$ cat src/rtl/universal_register_pkg.sv
// Purpose : shared mode encoding for the universal register family.
// Latency : n/a (types and constants only).
// Flow    : n/a.
package universal_register_pkg;

  localparam int MODE_W = 3;

  // Operation select; code 7 is reserved and behaves as HOLD.
  typedef enum logic [MODE_W-1:0] {
    MODE_HOLD       = 3'd0,
    MODE_LOAD       = 3'd1,
    MODE_TOGGLE     = 3'd2,
    MODE_SHIFT_L    = 3'd3,
    MODE_SHIFT_R    = 3'd4,
    MODE_COUNT_UP   = 3'd5,
    MODE_COUNT_DOWN = 3'd6
  } mode_e;

endpackage

$ cat src/rtl/universal_register_next.sv
// Purpose : combinational next-state function of the universal register.
// Latency : 0 cycles (pure combinational).
// Flow    : no flow control; the caller decides whether next_q is taken.
// Ports   : mode (op select), q (current state), data (load value),
//           toggle (xor mask), serial_in (shift fill bit) -> next_q.
module universal_register_next
  import universal_register_pkg::*;
#(
  parameter int               WIDTH     = 8,
  parameter logic [WIDTH-1:0] MAX_COUNT = {WIDTH{1'b1}}
) (
  input  logic [MODE_W-1:0] mode,
  input  logic [WIDTH-1:0]  q,
  input  logic [WIDTH-1:0]  data,
  input  logic [WIDTH-1:0]  toggle,
  input  logic              serial_in,
  output logic [WIDTH-1:0]  next_q
);

  always_comb begin
    next_q = q;
    case (mode)
      MODE_LOAD:     next_q = data;
      MODE_TOGGLE:   next_q = q ^ toggle;
      MODE_SHIFT_L:  next_q = {q[WIDTH-2:0], serial_in};
      MODE_SHIFT_R:  next_q = {serial_in, q[WIDTH-1:1]};
      // Values loaded above MAX_COUNT wrap straight to zero.
      MODE_COUNT_UP: next_q = (q >= MAX_COUNT) ? '0 : q + WIDTH'(1);
      // Out-of-range values just decrement; only zero wraps.
      MODE_COUNT_DOWN: next_q = (q == '0) ? MAX_COUNT : q - WIDTH'(1);
      default:       next_q = q;  // HOLD and reserved code
    endcase
  end

endmodule

$ cat src/rtl/universal_register.sv
// Purpose : WIDTH-bit multi-mode register (hold/load/toggle/shift/count).
// Latency : 1 clock edge from inputs to outQ; serial_out/terminal are
//           combinational from mode and outQ.
// Flow    : no backpressure; enable=0 holds state, sync clear/preset
//           still act while disabled.
// Ports   : clock, reset (async, active-high), enable, mode, data, toggle,
//           serial_in, sync_clear, sync_preset -> outQ, serial_out, terminal.
module universal_register
  import universal_register_pkg::*;
#(
  parameter int               WIDTH        = 8,
  parameter logic [WIDTH-1:0] RESET_VALUE  = '0,
  parameter logic [WIDTH-1:0] PRESET_VALUE = {WIDTH{1'b1}},
  parameter logic [WIDTH-1:0] MAX_COUNT    = {WIDTH{1'b1}}
) (
  input  logic              clock,
  input  logic              reset,
  input  logic              enable,
  input  logic [MODE_W-1:0] mode,
  input  logic [WIDTH-1:0]  data,
  input  logic [WIDTH-1:0]  toggle,
  input  logic              serial_in,
  input  logic              sync_clear,
  input  logic              sync_preset,
  output logic [WIDTH-1:0]  outQ,
  output logic              serial_out,
  output logic              terminal
);

  logic [WIDTH-1:0] next_q;

  universal_register_next #(
    .WIDTH     (WIDTH),
    .MAX_COUNT (MAX_COUNT)
  ) u_next (
    .mode      (mode),
    .q         (outQ),
    .data      (data),
    .toggle    (toggle),
    .serial_in (serial_in),
    .next_q    (next_q)
  );

  // Priority: clear beats preset, both beat enable, enable gates the mode.
  always_ff @(posedge clock or posedge reset) begin
    if (reset)            outQ <= RESET_VALUE;
    else if (sync_clear)  outQ <= '0;
    else if (sync_preset) outQ <= PRESET_VALUE;
    else if (enable)      outQ <= next_q;
  end

  // serial_out is the bit that would leave on a shift in the current mode.
  always_comb begin
    serial_out = (mode == MODE_SHIFT_L) ? outQ[WIDTH-1] : outQ[0];
  end

  // terminal depends only on mode and value, not on enable.
  always_comb begin
    terminal = 1'b0;
    if (mode == MODE_COUNT_UP)   terminal = (outQ >= MAX_COUNT);
    if (mode == MODE_COUNT_DOWN) terminal = (outQ == '0);
  end

endmodule

$ cat config.mk
export PLATFORM = sky130hd
export DESIGN_NAME = universal_register
export DESIGN_NICKNAME = d
export VERILOG_FILES = /design/src/rtl/universal_register_pkg.sv /design/src/rtl/universal_register_next.sv /design/src/rtl/universal_register.sv
export SDC_FILE = /design/constraint.sdc
export NUM_CORES = 1
export LEC_CHECK = 0
export CORE_AREA = 3 3 73 58
export DETAILED_ROUTE_END_ITERATION = 16
export DIE_AREA = 0 0 76 61
export PLACE_DENSITY = 0.68
export SKIP_CTS_REPAIR_TIMING = 1
export SYNTH_ARGS = -nofsm -noshare
export SYNTH_HDL_FRONTEND = slang
export SYNTH_SLANG_ARGS = --single-unit
$ cat constraint.sdc
create_clock -name clock -period 4.1 [get_ports clock]
set_clock_uncertainty 0.05 [all_clocks]
set_input_delay 0.41 -clock clock [delete_from_list [all_inputs] [get_ports clock]]
set_output_delay 0.41 -clock clock [all_outputs]
set_load 0.02 [all_outputs]
Word-level counts from Yosys, hierarchy flattened
Cells that the tools add are included.
Cells by class
  $add $sub $neg: 2
  multipliers: 0
  div/mod/pow operators: 0
  order comparisons: 1
  equality and inequality tests: 6
  shift operators: 0
  muxes and demuxes: 9
  bitwise operators: 1
  reduce and logical (&&, ||, !) cells: 4
Operator list (number)
  8-bit one-hot mux with 6 select lines: 1
  8-bit two-way mux: 5
  3-bit equality test, second input constant: 3
  8-bit by 1-bit adder with 8-bit output, second input constant: 1
  8-bit greater-or-equal comparator, second input constant: 1
  8-bit logical NOT: 1
  8-bit nonzero test: 1
  8-bit by 1-bit subtractor with 8-bit output, second input constant: 1
  8-bit bitwise XOR: 1
  3-bit by 2-bit equality test with 1-bit output, second input constant: 2
  3-bit by 1-bit equality test with 1-bit output, second input constant: 1
  1-bit two-way mux: 3
  3-bit nonzero test: 1
  2-bit AND reduction: 1
Storage, ports and cells
  register bits after elaboration: 8
  bits in latches: 0
  bits in writable memories: 0
  ROM bits: 0
  input port bits: 25
  output and inout bits: 10
  word-level logic and storage cells: 24
  memories kept: 0

Depth between registers and ports, before layout
  word-level depth: 6
  mapped depth: 8
  gate-level depth less buffers: 7

Cells and area by module
Synthesis repeated with hierarchy kept, for this count alone.
Second synthesis, totals
  cells, all modules: 201
  area total of the unflattened synthesis: 1451.4 um^2
Modules (own cells, without submodules)
  universal_register_next: times used 1, cells each 154, area an instance 994.7 um^2, seq. area each 0.0 um^2
  universal_register: times used 1, cells each 47, area an instance 456.7 um^2, seq. area each 200.2 um^2

Least setup slack after synthesis
Ideal clock, no wire load.
  kind: register to output
  start: register outQ[0]
  end: output terminal
  arrival time: 1474 ps
  required time: 3640 ps
  slack: 2166 ps
  stages on the path, launching flop included: 7
  path buffers: 1
  cells stage by stage: dfrtp_1 clkbuf_1 inv_1 ha_1 nor4b_2 nand3_1 nand2_1
Between the ends
  word-level cells in the longest chain between the ends: 3
  elaborated cells between the ends (all ways): 4
  classes of those cells: 1 x order compare; 2 x mux; 1 x reduce/logical
Ends and longest elaborated chain
  start: declaration: line universal_register.sv:25  | output logic [WIDTH-1:0] outQ,
  start signal: assignment: line universal_register.sv:49  | else if (enable) outQ <= next_q;
  8-bit greater-or-equal comparator: line universal_register.sv:60  | if (mode == MODE_COUNT_UP) terminal = (outQ >= MAX_COUNT);
  1-bit two-way mux: line universal_register.sv:60
  1-bit two-way mux (*): line universal_register.sv:61  | if (mode == MODE_COUNT_DOWN) terminal = (outQ == '0);
  end: declaration: line universal_register.sv:27  | output logic terminal
Mark *: on every way between the ends. The rest lies on a longest branch, timed or not.

Worst setup path after layout
  start: input mode[1]
  end: output serial_out
Between the ends
  word-level cells in the longest chain between the ends: 2
Ends and longest elaborated chain
  start: declaration: line universal_register.sv:19  | input logic [MODE_W-1:0] mode,
  3-bit by 2-bit equality test with 1-bit output: line universal_register.sv:54  | serial_out = (mode == MODE_SHIFT_L) ? outQ[WIDTH-1] : outQ[0];
  1-bit two-way mux: line universal_register.sv:54
  end: declaration: line universal_register.sv:26  | output logic serial_out,
Every way passes these cells.

==> summary.txt <==
Power
  • Leak: 0.000589 uW
  • Peak supply drop: around 0.16 mV
  • Power per cell area: 245 nW/um2
  • Pint: approximately 240 uW
  • Sw Pwr: between 100 and 150 uW
  • Power consumption: roughly 390 uW
  • Comb pwr share: 45.5%
  • Sw frac: 38.4%
  • Seq pwr share: a little under a third
  • Clk pwr share: a little under a quarter

Timing
  • Normalized max-slew margin: between 40% and 50%
  • Worst-margin pin slew: 0.795 ns
  • Achievable clock frequency: roughly 330 MHz
  • RSZ-0062 raised after global routing: no
  • Final Hold Viols: 0
  • Max-slew violation count: 0
  • Ratio of final minimum period to clock period: between 70% and 80%
  • Setup_tns: 0 ns
  • Final setup fails: 0
  • Fin crit period: approximately 3.0 ns

Route
  • DRC errors left: 0
  • DRT iter0 DRCs: approximately 180
  • DR vias/cell: 5.62
  • Post-DRT Antenna Nets: 0
  • DRT Pass-1 Iters: 5
  • Via Count: around 1,400
  • Routed wire length: approximately 3600 um
  • Avg WL per Cell: 15.0 um

Cells and area
  • Ratio of cells with drive above 1 in the final layout: roughly 5.8%
  • Ant diodes: 0
  • Final #Nets: 220
  • Layout area overhead: 30.5%
  • Top flop regs: outQ x8
  • Max reg flops: 8
  • Biggest register: outQ
  • Non-Filler Instances: approximately 240

GRT
  • Number of global-route vias before repair: 1,148
  • Tot GR Track Use: approximately 16%
  • GRT overflow: 0
  • First-pass GRT wire length: roughly 5800 um
  • Initial antenna violation count: 0
  • Largest net degree at the start of global routing: 24

Logic synthesis
  • Count leader, synth: nand2_1
  • Top post-synthesis cells by area: dfrtp_1 16%, xnor2_1 6.5%, o21ai_0 5.8%
  • Post-synth top area cell: dfrtp_1
  • Netlist area before placement: between 1000 and 1500 um2
  • Top cell type's share of synthesized area: 16.5%
  • Syn nets: between 150 and 200
  • Synth Flop Type: dfrtp_1
  • Syn_area_per_cell: 7.24 um2
  • Seq/Total Area, Yosys: approximately 16%
  • Cell count after synthesis: approximately 170
  • Post-synth top cells: 15 x nand2_1, 14 x o21ai_0, 12 x a21oi_1
  • Number of warnings issued by yosys: 0
  • Netlist cell types: 44
  • #FFs+latches synth: 8
  • EDFF count, synth: 0
  • FFs w/ async S/R, synth: 100%

Status
  • Status: complete, no violations

Floorplanning
  • # rows: 19
  • Initial core utilization: around a third
  • Die Height: 61 um
  • Die area: roughly 4600 um2
  • # IOs: 35
  • Die Wd: between 70 and 80 um
  • Core Area: around 3600 um2

Min path
  • Hold WC Path Type: input port to async pin

CTS
  • Clock slew at reported path FFs: ~0.04 ns
  • H-tree lvl count: 1
  • CTS sink count: 8
  • Clk root buf: clkbuf_8
  • Clk_lat worst skew: 0.23 ns
  • Clock Path Buffers: 2
  • TritonCTS clock tree: yes
  • Clock buffers created by TritonCTS: 3

Critical path
  • Worst r2r src: outQ[2]
  • R2R Setup Slk: 1.97 ns
  • Worst Path Max Fanout: 15
  • CP Capture Type: output pin
  • R2R depth: 5
  • Worst Path Required: between 3 and 4 ns
  • Worst Path Arrival: about 2.6 ns
  • Critical Setup Path Class: input port to output pin
  • R2R Path End: outQ[3]
  • Worst setup SP type: input port

Job
  • Max_cap viols: 0

Placement
  • GPL Wtd Cong: between 0.9 and 1
  • Buffers added on ports: 34
  • DP HPWL: approximately 2700 um
  • Placed cell count: around 240
==> layout by cell type, fill, tap and decap left out, drive strengths merged, types with 5 or more instances in the layout <==
cell	netlist	routed
clkdlybuf4s50	0	34
o21ai	18	18
nand2	15	15
a21oi	12	12
xnor2	9	9
nor2	9	9
inv	8	8
dfrtp	8	8
nand3	6	6
nor3	6	6
a22oi	5	5
==> cell families after synthesis <==
logic type,count (synthesis),share of synthesized area [%]
compound gates,63,35.5
xor+xnor,13,9.36
buf+inv,24,9.36
fa+ha+maj,3,3.09
mux,3,2.47
simple gates,54,23.8
flops,8,16.5
==> metal layers <==
| metal | GRT usage [%] | part of all wire, % | up-vias |
|---|---|---|---|
| met4 | 2.33 | 0.47 | 0 |
| li1 | - | - | 667 |
| met1 | 22.8 | 49 | 612 |
| met3 | 4.90 | 8.6 | 2 |
| met5 | 0 | 0 | - |
| met2 | 23.0 | 42 | 80 |
==> stage by stage <==
step / area [um2] / util [%] / hold slack (ns) / setup WS (ns)
2_1_floorplan: 1220 / - / 0.176 / 2.17
3_3_place_gp: 1550 / 43.0 / 0.634 / 1.07
3_5_place_dp: 1550 / 43.0 / 0.643 / 1.08
4_1_cts: 1590 / 44.2 / 0.406 / 1.07
5_1_grt: 1590 / 44.2 / 0.432 / 0.916
6_report: 1590 / 44.2 / 0.387 / 1.05
==> area by class of cell <==
type                            count  area (um2)
Fill cell                         368        2000
Multi-Input combinational cell    136         902
Timing Repair Buffer               35         348
Sequential cell                     8         200
Tap cell                           52        65.1
Clock buffer                        3        41.3
Inverter                            8        30.0
==> critical path, stage by stage <==
cell,delay [ns]
clkdlybuf4s50_1,0.77
nor2b_1,0.46
nand2_1,0.13
o21ai_0,0.20
clkdlybuf4s50_1,0.62
==> how the worst max path moves through the flow <==
| stage | startpoint | endpoint | slack, ns |
|---|---|---|---|
| 2_1_floorplan | outQ[0] | terminal | 2.17 |
| 3_3_place_gp | mode[1] | serial_out | 1.07 |
| 3_5_place_dp | mode[1] | serial_out | 1.08 |
| 4_1_cts | mode[1] | serial_out | 1.07 |
| 5_1_grt | mode[1] | serial_out | 0.92 |
| 6_report | mode[1] | serial_out | 1.05 |
==> power by group through the flow <==
stage	Sequential (uW)	Combinational [uW]	Clock [uW]
6_report	121	177	91.3
5_1_grt	124	193	97.8
4_1_cts	120	176	93.1
3_5_place_dp	122	175	0
3_3_place_gp	122	176	0
2_1_floorplan	108	121	0
(Power assumes the default switching activity.)
